**src/rtl/rs485_rx_words.sv**
```systemverilog
// rs485_rx_words
//   Receives 10-bit UART-style frames (start 0, 8 data bits MSB first, stop 1)
//   from an RS-485 line and packs every three accepted bytes into one 18-bit
//   word: byte0 -> word[15:8], byte1 -> word[7:0], byte2[7:6] -> word[17:16],
//   byte2[5:0] are pad bits that should be zero. Words are numbered 0..WORDS-1
//   within a block. A stalled link (idle longer than GAP_MAX mid-word or
//   mid-block) drops the partial word and restarts the block.
//
// Ports
//   clk80MHz     in   sole clock, rising edge
//   rst          in   synchronous active-high reset
//   rx_en        in   receive enable; low forces idle and clears word/block state
//   rs485_rx     in   asynchronous serial line, idles high
//   data_out     out  [17:0] last assembled word (holds until the next one)
//   data_valid   out  one-cycle strobe when data_out updates
//   word_idx     out  [6:0] index of the word on data_out
//   block_done   out  one-cycle strobe with data_valid for the last word of a block
//   frame_err    out  one-cycle strobe on a bad stop bit
//   pad_err      out  one-cycle strobe with data_valid when pad bits are nonzero
//   timeout_err  out  one-cycle strobe when the inter-frame gap exceeds GAP_MAX
//
// Bit FSM
//   state   | meaning
//   S_IDLE  | line idle, waiting for a synchronized 1->0 edge; gap timer runs
//   S_START | counting to mid start bit; line high there means a glitch
//   S_DATA  | sampling 8 data bits, one per CLKS_PER_BIT clocks
//   S_STOP  | sampling the stop bit, then accepting or rejecting the byte
module rs485_rx_words #(
    parameter int CLKS_PER_BIT = 16,
    parameter int GAP_MAX      = 480,
    parameter int WORDS        = 97
) (
    input  logic        clk80MHz,
    input  logic        rst,
    input  logic        rx_en,
    input  logic        rs485_rx,
    output logic [17:0] data_out,
    output logic        data_valid,
    output logic [6:0]  word_idx,
    output logic        block_done,
    output logic        frame_err,
    output logic        pad_err,
    output logic        timeout_err
);

    localparam int TW = $clog2(CLKS_PER_BIT) + 1;
    localparam int GW = $clog2(GAP_MAX + 1) + 1;
    localparam logic [TW-1:0] HALF_TC   = TW'(CLKS_PER_BIT / 2 - 1);
    localparam logic [TW-1:0] BIT_TC    = TW'(CLKS_PER_BIT - 1);
    localparam logic [GW-1:0] GAP_TC    = GW'(GAP_MAX);
    localparam logic [6:0]    LAST_WORD = 7'(WORDS - 1);

    typedef enum logic [1:0] {S_IDLE, S_START, S_DATA, S_STOP} state_t;

    state_t         state_q;
    logic           rx_meta_q;
    logic           rx_sync_q;
    logic           rx_prev_q;
    logic [TW-1:0]  tick_q;
    logic [2:0]     bit_cnt_q;
    logic [7:0]     shift_q;
    logic [1:0]     phase_q;
    logic [15:0]    word_lo_q;
    logic [6:0]     word_cnt_q;
    logic [GW-1:0]  gap_q;

    logic [17:0]    data_out_q;
    logic           data_valid_q;
    logic [6:0]     word_idx_q;
    logic           block_done_q;
    logic           frame_err_q;
    logic           pad_err_q;
    logic           timeout_err_q;

    logic           start_det_d;
    logic           gap_active_d;
    logic [7:0]     shift_d;

    assign start_det_d  = rx_prev_q & ~rx_sync_q;
    // The gap timer only matters while a word or a block is in progress.
    assign gap_active_d = (phase_q != 2'd0) || (word_cnt_q != 7'd0);
    assign shift_d      = {shift_q[6:0], rx_sync_q};

    always_ff @(posedge clk80MHz) begin
        if (rst) begin
            state_q       <= S_IDLE;
            rx_meta_q     <= 1'b1;
            rx_sync_q     <= 1'b1;
            rx_prev_q     <= 1'b1;
            tick_q        <= '0;
            bit_cnt_q     <= '0;
            shift_q       <= '0;
            phase_q       <= '0;
            word_lo_q     <= '0;
            word_cnt_q    <= '0;
            gap_q         <= '0;
            data_out_q    <= '0;
            data_valid_q  <= 1'b0;
            word_idx_q    <= '0;
            block_done_q  <= 1'b0;
            frame_err_q   <= 1'b0;
            pad_err_q     <= 1'b0;
            timeout_err_q <= 1'b0;
        end else begin
            rx_meta_q     <= rs485_rx;
            rx_sync_q     <= rx_meta_q;
            rx_prev_q     <= rx_sync_q;
            data_valid_q  <= 1'b0;
            block_done_q  <= 1'b0;
            frame_err_q   <= 1'b0;
            pad_err_q     <= 1'b0;
            timeout_err_q <= 1'b0;

            if (!rx_en) begin
                state_q    <= S_IDLE;
                tick_q     <= '0;
                bit_cnt_q  <= '0;
                phase_q    <= '0;
                word_lo_q  <= '0;
                word_cnt_q <= '0;
                gap_q      <= '0;
            end else begin
                case (state_q)
                    S_IDLE: begin
                        if (start_det_d) begin
                            state_q <= S_START;
                            tick_q  <= '0;
                            gap_q   <= '0;
                        end else if (gap_active_d) begin
                            if (gap_q == GAP_TC) begin
                                // This idle clock would be GAP_MAX+1: link stalled.
                                timeout_err_q <= 1'b1;
                                phase_q       <= '0;
                                word_cnt_q    <= '0;
                                word_lo_q     <= '0;
                                gap_q         <= '0;
                            end else begin
                                gap_q <= gap_q + GW'(1);
                            end
                        end
                    end

                    S_START: begin
                        if (tick_q == HALF_TC) begin
                            tick_q    <= '0;
                            bit_cnt_q <= '0;
                            state_q   <= rx_sync_q ? S_IDLE : S_DATA;
                        end else begin
                            tick_q <= tick_q + TW'(1);
                        end
                    end

                    S_DATA: begin
                        if (tick_q == BIT_TC) begin
                            tick_q    <= '0;
                            shift_q   <= shift_d;
                            bit_cnt_q <= bit_cnt_q + 3'd1;
                            if (bit_cnt_q == 3'd7) begin
                                state_q <= S_STOP;
                            end
                        end else begin
                            tick_q <= tick_q + TW'(1);
                        end
                    end

                    S_STOP: begin
                        if (tick_q == BIT_TC) begin
                            tick_q  <= '0;
                            state_q <= S_IDLE;
                            if (rx_sync_q) begin
                                case (phase_q)
                                    2'd0: begin
                                        word_lo_q[15:8] <= shift_q;
                                        phase_q         <= 2'd1;
                                    end
                                    2'd1: begin
                                        word_lo_q[7:0] <= shift_q;
                                        phase_q        <= 2'd2;
                                    end
                                    default: begin
                                        data_out_q   <= {shift_q[7:6], word_lo_q};
                                        data_valid_q <= 1'b1;
                                        word_idx_q   <= word_cnt_q;
                                        pad_err_q    <= (shift_q[5:0] != 6'd0);
                                        phase_q      <= 2'd0;
                                        word_lo_q    <= '0;
                                        if (word_cnt_q == LAST_WORD) begin
                                            block_done_q <= 1'b1;
                                            word_cnt_q   <= '0;
                                        end else begin
                                            word_cnt_q <= word_cnt_q + 7'd1;
                                        end
                                    end
                                endcase
                            end else begin
                                // Bad stop bit: resynchronize on the next word boundary,
                                // but keep the position within the block.
                                frame_err_q <= 1'b1;
                                phase_q     <= '0;
                                word_lo_q   <= '0;
                            end
                        end else begin
                            tick_q <= tick_q + TW'(1);
                        end
                    end

                    default: state_q <= S_IDLE;
                endcase
            end
        end
    end

    assign data_out    = data_out_q;
    assign data_valid  = data_valid_q;
    assign word_idx    = word_idx_q;
    assign block_done  = block_done_q;
    assign frame_err   = frame_err_q;
    assign pad_err     = pad_err_q;
    assign timeout_err = timeout_err_q;

endmodule

```
**config.mk**
```make
export PLATFORM = sky130hd
export DESIGN_NAME = rs485_rx_words
export DESIGN_NICKNAME = d
export VERILOG_FILES = /design/src/rtl/rs485_rx_words.sv
export SDC_FILE = /design/constraint.sdc
export NUM_CORES = 1
export LEC_CHECK = 0
export ABC_AREA = 1
export ABC_CLOCK_PERIOD_IN_PS = 2100
export BUFFER_PORTS_ARGS = -buffer_cell sky130_fd_sc_hd__buf_4
export CAP_MARGIN = 20
export CELL_PAD_IN_SITES_DETAIL_PLACEMENT = 0
export CELL_PAD_IN_SITES_GLOBAL_PLACEMENT = 2
export CORE_MARGIN = 2
export CORE_UTILIZATION = 34
export CTS_CLUSTER_DIAMETER = 120
export DETAILED_ROUTE_END_ITERATION = 12
export MAX_ROUTING_LAYER = met4
export PLACE_DENSITY_LB_ADDON = 0.3
export SYNTH_ARGS = -nofsm -noshare
export SYNTH_HDL_FRONTEND = slang
export SYNTH_SLANG_ARGS = --single-unit
```
**constraint.sdc**
```tcl
create_clock -name clk80MHz -period 2.1 [get_ports clk80MHz]
set_input_delay 0.42 -clock clk80MHz [delete_from_list [all_inputs] [get_ports clk80MHz]]
set_output_delay 0.42 -clock clk80MHz [all_outputs]
set_load 0.02 [all_outputs]
```
Yosys cells after proc, flatten, opt, wreduce, memory -nomap -nowiden
Cells that the tools add are included.
{"block": "classes", "n_addsub": 4, "multipliers": 0, "div_mod_pow": 0, "magnitude_cmp": 0, "eq_ne": 21, "shifts": 0, "mux": 44, "n_bitwise": 8, "n_reduce_logical": 25}
{"op": "16-bit two-way mux", "n": 5}
{"op": "7-bit two-way mux", "n": 7}
{"op": "16-bit one-hot mux with 2 select lines", "n": 1}
{"op": "8-bit one-hot mux with 2 select lines", "n": 2}
{"op": "10-bit two-way mux", "n": 3}
{"op": "2-bit two-way mux", "n": 11}
{"op": "2-bit != test, second input constant", "n": 10}
{"op": "5-bit two-way mux", "n": 3}
{"op": "5-bit one-hot mux with 3 select lines", "n": 1}
{"op": "5-bit AND reduction", "n": 3}
{"op": "7-bit one-hot mux with 2 select lines", "n": 1}
{"op": "6-bit AND reduction", "n": 2}
{"op": "10-bit by 1-bit adder with 10-bit output, second input constant", "n": 1}
{"op": "10-bit by 9-bit equality test with 1-bit output, second input constant", "n": 1}
{"op": "5-bit OR reduction", "n": 2}
{"op": "2-bit one-hot mux with 2 select lines", "n": 2}
{"op": "2-bit one-hot mux with 4 select lines", "n": 1}
{"op": "2-bit nonzero test", "n": 4}
{"op": "7-bit by 1-bit adder with 7-bit output, second input constant", "n": 1}
{"op": "7-bit equality test, second input constant", "n": 1}
{"op": "1-bit NOT", "n": 7}
{"op": "7-bit AND reduction", "n": 1}
{"op": "7-bit nonzero test", "n": 1}
{"op": "7-bit OR reduction", "n": 1}
{"op": "other kinds (19)", "n": 30}
{"block": "totals", "reg_bits": 86, "latchBits": 0, "mem_bits_rw": 0, "rom_bits": 0, "in_bits": 4, "word_cells": 121, "mem_count": 0}

Longest topological paths before layout
Gate-level depths: netlist (run 1).
{"block": "logic_depth", "depth_word": 6, "depth_mapped": 13, "ltp_nobuf": 12}

Worst setup path after synthesis (run 1)
Ideal clock, no wire load.
{"block": "synth_timing", "kind": "register -> register", "from": "register state_q[0]", "to": "register word_lo_q[2]", "setup_time_ps": 113, "arrival_time_ps": 1516, "path_slack_ps": 471, "stages_incl_launch_ff": 11, "n_path_buf": 2, "period_less_slack_ps": 1629, "path_cell_list": "dfxtp_1 -> inv_1 -> ha_1 -> buf_2 -> nand2_2 -> nand2_1 -> nor2_2 -> nand2_4 -> buf_6 -> o21ai_1 -> nor2_1"}
{"block": "synth_between", "elab_chain_len": 3}
{"element": "from (decl)", "line": "55", "source": "state_t state_q;"}
{"element": "from (signal assigned)", "line": "147", "source": "state_q <= rx_sync_q ? S_IDLE : S_DATA;"}
{"element": "2-bit equality test / 2-bit zero test (equally long branches)", "line": "123", "source": "case (state_q)"}
{"element": "3-bit != test (no line) (tied with other cells)"}
{"element": "6-bit AND reduction (no line)"}
{"element": "to (signal assigned)", "line": "177", "source": "word_lo_q[7:0] <= shift_q;"}
{"element": "to (decl)", "line": "63", "source": "logic [15:0] word_lo_q;"}
Parallel ways exist; a longest one is shown, timed or not.
A chain may end at the register's enable or synchronous reset.

Worst setup path in the final report (run 1)
{"block": "layout_timing", "from": "register tick_q[0]", "to": "register word_lo_q[0]"}
{"block": "layout_between", "elab_chain_len": 3}
{"element": "from (decl)", "line": "59", "source": "logic [TW-1:0] tick_q;"}
{"element": "from (signal assigned)", "line": "149", "source": "tick_q <= tick_q + TW'(1);"}
{"element": "from (signal assigned)", "line": "162", "source": "tick_q <= tick_q + TW'(1);"}
{"element": "from (signal assigned)", "line": "203", "source": "tick_q <= tick_q + TW'(1);"}
{"element": "5-bit by 4-bit equality test with 1-bit output", "line": "167", "source": "if (tick_q == BIT_TC) begin"}
{"element": "2-bit != test (no line)"}
{"element": "6-bit AND reduction (no line)"}
No other way between the ends.

==> run_results.csv, run 1 <==
group,metric,value,unit
yosys,synth.most_common_cell,"nand2_1",
critical_path,slowest_stage,"dfxtp_1",
yosys,yosys_register_bits,86,
pwr,finalPower,3322,uW
yosys,synth_xor_xnor_area_share,0.004379,
yosys,synth.area.mux_share,0,
clock_network,h-tree-depth,3,
hold_path,hold_depth,2,
clock_network,post_cts.repair.setup_buffers,0,
global_routing,antenna_found_initial,0,
sta,finClkSkew,0.005333,ns
floorplan,die_h,112.5,um
route,antenna_left,0,
pwr,power_density,707.2,nW/um^2
pwr,p_comb_frac,0.051,
floorplan,num_rows,39,
pwr,power.switching,793.0,uW
yosys,ys_warn_count,0,
route,routedWlPerCell,12.34,um
sta,worst_slack,0.2999,ns
critical_path,cp.required,2.33,ns
route,drc,0,
critical_path,worst_path_largest_cell_delay,0.37,ns
yosys,ys_top_cells_by_count,"nand2_1 (97), inv_1 (89), dfxtp_1 (86), nor2_1 (68), a21oi_1 (65)",
sta,worst_slew_pin_slew,0.4715,ns
clock_network,cts.sinks,86,
route,wl,9.183,mm
global_routing,grt_overflow,0,
sta,rsz0062_at_grt,"no",
route,vias,3435,
yosys,synth_area,4000,um^2
pwr,p_leak,0.001998,uW
sta,relSlewSlack,0.6854,
yosys,syn_inst,560,
global_routing,grt_max_degree,51,
clock_network,cts_made_buffers,9,
placed_design,gp_congestion,0.7949,
clock_network,cts_resized,0,
layout,nets,613,
yosys,synth.area.top_cells,"dfxtp_1 (43%), nand2_1 (9.1%), inv_1 (8.4%)",
critical_path,crit_fanout,15,
sta,setup_viol,0,
sta,holdWs,0.2615,ns
critical_path,arrival,2.03,ns
sta,fin_crit,1.800,ns
yosys,synth_top_family_by_area,"simple AND/OR/NAND/NOR gates",
yosys,syn_area_per_cell,7.143,um^2
placed_design,dp_slack,0.3443,ns
yosys,syn_nets,577,
floorplan,core_area,11470,um^2
clock_network,clk_pin_slew,0.07,ns
layout,n_antenna_cell,0,
hold_path,min_path_type,"in -> reg",
floorplan,io_pins,34,
critical_path,crit_chain,"ha_1 -> nand2_1 -> inv_2 -> nand3_2 -> nand2_1 -> nand2_1 -> nor2_2 -> nand2_4 -> a21oi_1 -> nor2_1",
layout,syn_to_final_growth,17.42,%
placed_design,dp_hpwl,6.491,mm
placed_design,numPortBuffers,33,
yosys,synth_top_area_frac,0.4304,
route,dr.first_iter.drc_count,158,
pwr,intPower,2529,uW
global_routing,grt_pass1_vias,3296,
sta,max_freq,555.5,MHz
sta,hold_viol,0,
sta,fin_crit_sh,0.8572,
yosys,synth_compound_area_frac,0.1576,
yosys,yosysSeqAreaShare,0.4304,
critical_path,cp-end-kind,"register",
floorplan,initial_core_util,0.3488,
sta,tns,0,ns
critical_path,reg2reg_depth,10,
global_routing,grt_usage,0.1599,
clock_network,cts_buffer_depth,2,
clock_network,clock_latency,0.34,ns
pwr,pwr-share-seq,0.497,
global_routing,grt_pass1_wl,15.98,mm
clock_network,cts_hold_buffers,0,
critical_path,start_kind,"register",
yosys,synth-edff-count,0,
yosys,ys.flop_type,"dfxtp_1",
status,status,"finished clean",
critical_path,crit_type,"reg -> reg",
pwr,netSwitchingFraction,0.2387,
yosys,yosys.area_share.simple,0.2577,
floorplan,die_area,12650,um^2
run,drv_cap,0,
clock_network,cts_tree,"yes",
floorplan,die_x,112.5,um
pwr,clockPowerShare,0.452,
layout,drive_above_1_share,0.1331,
route,viasPerCell,4.617,
yosys,async_flop_share,0,
route,drtPass1Iterations,4,
clock_network,cts-root-buf,"clkbuf_16",
yosys,synthAdderAreaFrac,0.04066,
sta,slew_viol_final,0,
critical_path,cpMostUsedCell,"nand2_1",
pwr,vdd_drop_max,0.0003883,V
yosys,synth_largest_area_cell,"dfxtp_1",
yosys,yosysUniqueCellTypes,33,
worst paths after layout:
kind,from,slack (ns),endpoint
setup / recovery,tick_q[0],0.30,word_lo_q[0]
hold reg to reg,rx_meta_q,0.42,rx_sync_q
setup reg to reg,tick_q[0],0.30,word_lo_q[0]
hold / removal,rs485_rx,0.26,rx_meta_q
sequential cells by signal, summed over array words and instances (netlist names), 2 cells and up, named ones only:
register    count
word_idx        7
gap_q          10
tick_q          5
data_out       18
word_lo_q      16
phase_q         2
shift_q         8
word_cnt_q      7
bit_cnt_q       3
critical path, delay by kind of cell, from the launching register on:
family | cells | cell delay [ns]
buffers and inverters | 1 | 0.08
flip-flops | 1 | 0.37
AND/OR/NAND/NOR | 7 | 0.83
AO/OA/AOI/OAI | 1 | 0.23
adder cells (fa/ha/maj) | 1 | 0.18
layout by cell type, fill, tap and decap left out, drive strengths merged:
| master | instances |
|---|---|
| ha | 13 |
| buf | 41 |
| xnor2 | 1 |
| o211ai | 1 |
| nand2 | 104 |
| nor3b | 2 |
| or2 | 3 |
| dfxtp | 86 |
| nor2 | 73 |
| o21bai | 3 |
| a311oi | 1 |
| nand3 | 28 |
| nand4 | 8 |
| a211oi | 3 |
| clkinvlp | 4 |
| o31a | 1 |
| nor3 | 4 |
| clkbuf | 11 |
| clkinv | 1 |
| o21ai | 47 |
| xor2 | 1 |
| nand3b | 2 |
| nor4 | 3 |
| inv | 95 |
| a21oi | 65 |
cell type report:
cell class	instances	area (um^2)
clock inverter	5	35.03
clock buffer	11	242.7
multi-input combinational	363	1842
inverter	95	356.6
timing repair buffer	41	320.3
tap	143	178.9
fill	1179	6770
sequential	86	1722
cell families (layout without fill, tap and decap cells):
| logic type | Yosys count | after routing |
|---|---|---|
| xor gates and xnor gates | 2 | 2 |
| and+or+nand+nor | 227 | 227 |
| AOI/OAI and AO/OA | 121 | 121 |
| DFF | 86 | 86 |
| buffers and inverters | 111 | 152 |
| adders and majority gates | 13 | 13 |
routing by layer:
layer  vias up  track usage  share of wire
met4         0      0.06423          0.014
met3         9      0.03078          0.031
met1      1531       0.2251           0.54
met2        37       0.2249           0.42
li1       1858            -              -
met5         -            -              0
power groups by stage:
stage	Clock, uW	Sequential (uW)	Combinational, uW
final	1500	1650	170
after floorplan	0	1690	127
after CTS	1540	1650	171
after global placement	0	1690	169
after global routing	1620	1650	198
after detailed placement	0	1690	170
metrics by stage:
step	cells	cell area, um^2	util
after CTS	744	4697	0.4096
after detailed placement	728	4419	0.3854
after global placement	728	4419	0.3854
after global routing	744	4697	0.4096
after floorplan	560	4000	-
final	744	4697	0.4096
Note: power is estimated with default switching activity, not from simulation.
==> run 2, diff against run 1 <==
- CORE_UTILIZATION: 34 -> 35
- CTS_BUF_LIST: not set -> sky130_fd_sc_hd__clkbuf_4
- PLACE_DENSITY_LB_ADDON: 0.3 -> 0.15
==> run_results.csv, run 2 (synthesized netlist as in run 1, its figures left out) <==
group,metric,value,unit
status,status,"finished clean",
sta,fin_crit_sh,0.8500,
hold_path,hold_depth,2,
critical_path,cp.required,2.51,ns
global_routing,grt_pass1_wl,15.57,mm
global_routing,antenna_found_initial,0,
clock_network,cts_made_buffers,9,
global_routing,grt_pass1_vias,3214,
sta,holdWs,0.1271,ns
global_routing,grt_max_degree,51,
floorplan,die_x,110.9,um
critical_path,start_kind,"register",
critical_path,slowest_stage,"nor2_1",
sta,slew_viol_final,0,
pwr,p_leak,0.001965,uW
critical_path,arrival,2.20,ns
placed_design,dp_hpwl,6.587,mm
route,routedWlPerCell,12.27,um
pwr,vdd_drop_max,0.0002539,V
floorplan,num_rows,39,
clock_network,cts_hold_buffers,0,
clock_network,clk_pin_slew,0.13,ns
global_routing,grt_overflow,0,
placed_design,gp_congestion,0.7996,
layout,final_area,4588,um^2
sta,rsz0062_at_grt,"no",
critical_path,cp-end-kind,"register",
sta,relSlewSlack,0.6959,
sta,setup_viol,0,
critical_path,crit_fanout,6,
floorplan,core_area,11270,um^2
layout,seq_area,1722,um^2
global_routing,grt_usage,0.1633,
run,drv_cap,0,
layout,syn_to_final_growth,14.70,%
clock_network,clock_latency,0.47,ns
layout,nets,614,
layout,drive_above_1_share,0.1346,
clock_network,h-tree-depth,3,
hold_path,min_path_type,"in -> reg",
clock_network,cts_buffer_depth,2,
sta,tns,0,ns
layout,final_cell_mix,"nand2_1 (97), inv_1 (89), dfxtp_1 (86)",
route,drtPass1Iterations,4,
route,viasPerCell,4.620,
route,wl,9.140,mm
floorplan,die_area,12300,um^2
pwr,power_density,637.4,nW/um^2
sta,max_freq,560.2,MHz
clock_network,cts-root-buf,"clkbuf_4",
critical_path,reg2reg_depth,8,
critical_path,crit_type,"reg -> reg",
critical_path,rr_startpoint,"state_q[0]",
sta,worst_slew_pin_slew,0.4542,ns
clock_network,post_cts.repair.setup_buffers,0,
layout,multiInputGateArea,1842,um^2
layout,fill_cells,1203,
layout,final_common_cell,"nand2_1",
layout,n_antenna_cell,0,
floorplan,die_h,110.9,um
critical_path,rrSetupSlack,0.31,ns
clock_network,cts_resized,0,
route,antenna_left,0,
hold_path,hp-start,"rs485_rx",
route,vias,3442,
route,drc,0,
floorplan,io_pins,34,
sta,finClkSkew,0.01372,ns
placed_design,numPortBuffers,33,
clock_network,cts.sinks,86,
layout,largest_register_ffs,18,
route,dr.first_iter.drc_count,158,
clock_network,cts_tree,"yes",
critical_path,worst_path_largest_cell_delay,0.37,ns
sta,hold_viol,0,
hold_path,hold_path_end,"rx_meta_q",
placed_design,dpl_cell_area,4427,um^2
critical_path,crit_chain,"inv_1 -> ha_1 -> inv_1 -> nor2_1 -> nor2_1 -> nand3_1 -> o21ai_0 -> a21oi_1",
floorplan,initial_core_util,0.3549,
sta,fin_crit,1.785,ns
==> run 2: stage by stage <==
| step | instances | worst slack [ns] | util | power [uW] |
|---|---|---|---|---|
| 2_1_floorplan | 560 | 0.4709 | - | 1812 |
| 3_3_place_gp | 729 | 0.3036 | 0.3927 | 1862 |
| 3_5_place_dp | 729 | 0.3027 | 0.3927 | 1862 |
| 4_1_cts | 745 | 0.3015 | 0.4070 | 2976 |
| 5_1_grt | 745 | 0.001384 | 0.4070 | 3076 |
| 6_report | 745 | 0.3150 | 0.4070 | 2925 |
==> run 2: how the worst max path moves through the flow <==
| stage | startpoint | to | cells after the start |
|---|---|---|---|
| after floorplan | state_q[0] | word_lo_q[2] | 10 |
| after global placement | rst | timeout_err | 5 |
| after detailed placement | rst | timeout_err | 5 |
| after CTS | state_q[0] | register | 8 |
| after global routing | state_q[0] | register | 8 |
| final | state_q[0] | register | 8 |
==> run 2: per-layer routing <==
metal	up-vias	global-route usage	share of wire
li1	1854	-	-
met4	0	0.08250	0.027
met3	14	0.03171	0.025
met5	-	-	0
met2	39	0.2536	0.46
met1	1535	0.2033	0.49
==> run 2: critical path: cells and delay by family (launching register included) <==
| kind | cells | cell delay, ns |
|---|---|---|
| AOI/OAI and AO/OA | 2 | 0.23 |
| adders and majority gates | 1 | 0.30 |
| buffers and inverters | 2 | 0.24 |
| DFF | 1 | 0.35 |
| and+or+nand+nor | 3 | 0.60 |
==> run 2: layout make-up <==
type	instances	share of cell area
inverters	95	0.07772
well taps	143	0.03900
flip-flops and latches	86	0.3752
clock inverters	4	0.01554
repair buffers	42	0.07145
multi-input cells	363	0.4014
clock buffers	12	0.01963
==> run 2: power breakdown <==
group	leakage, uW	internal, uW	switching [uW]
clock	0.0000852	520	583
combinational	0.00119	54.4	116
sequential	0.000694	1640	8.44
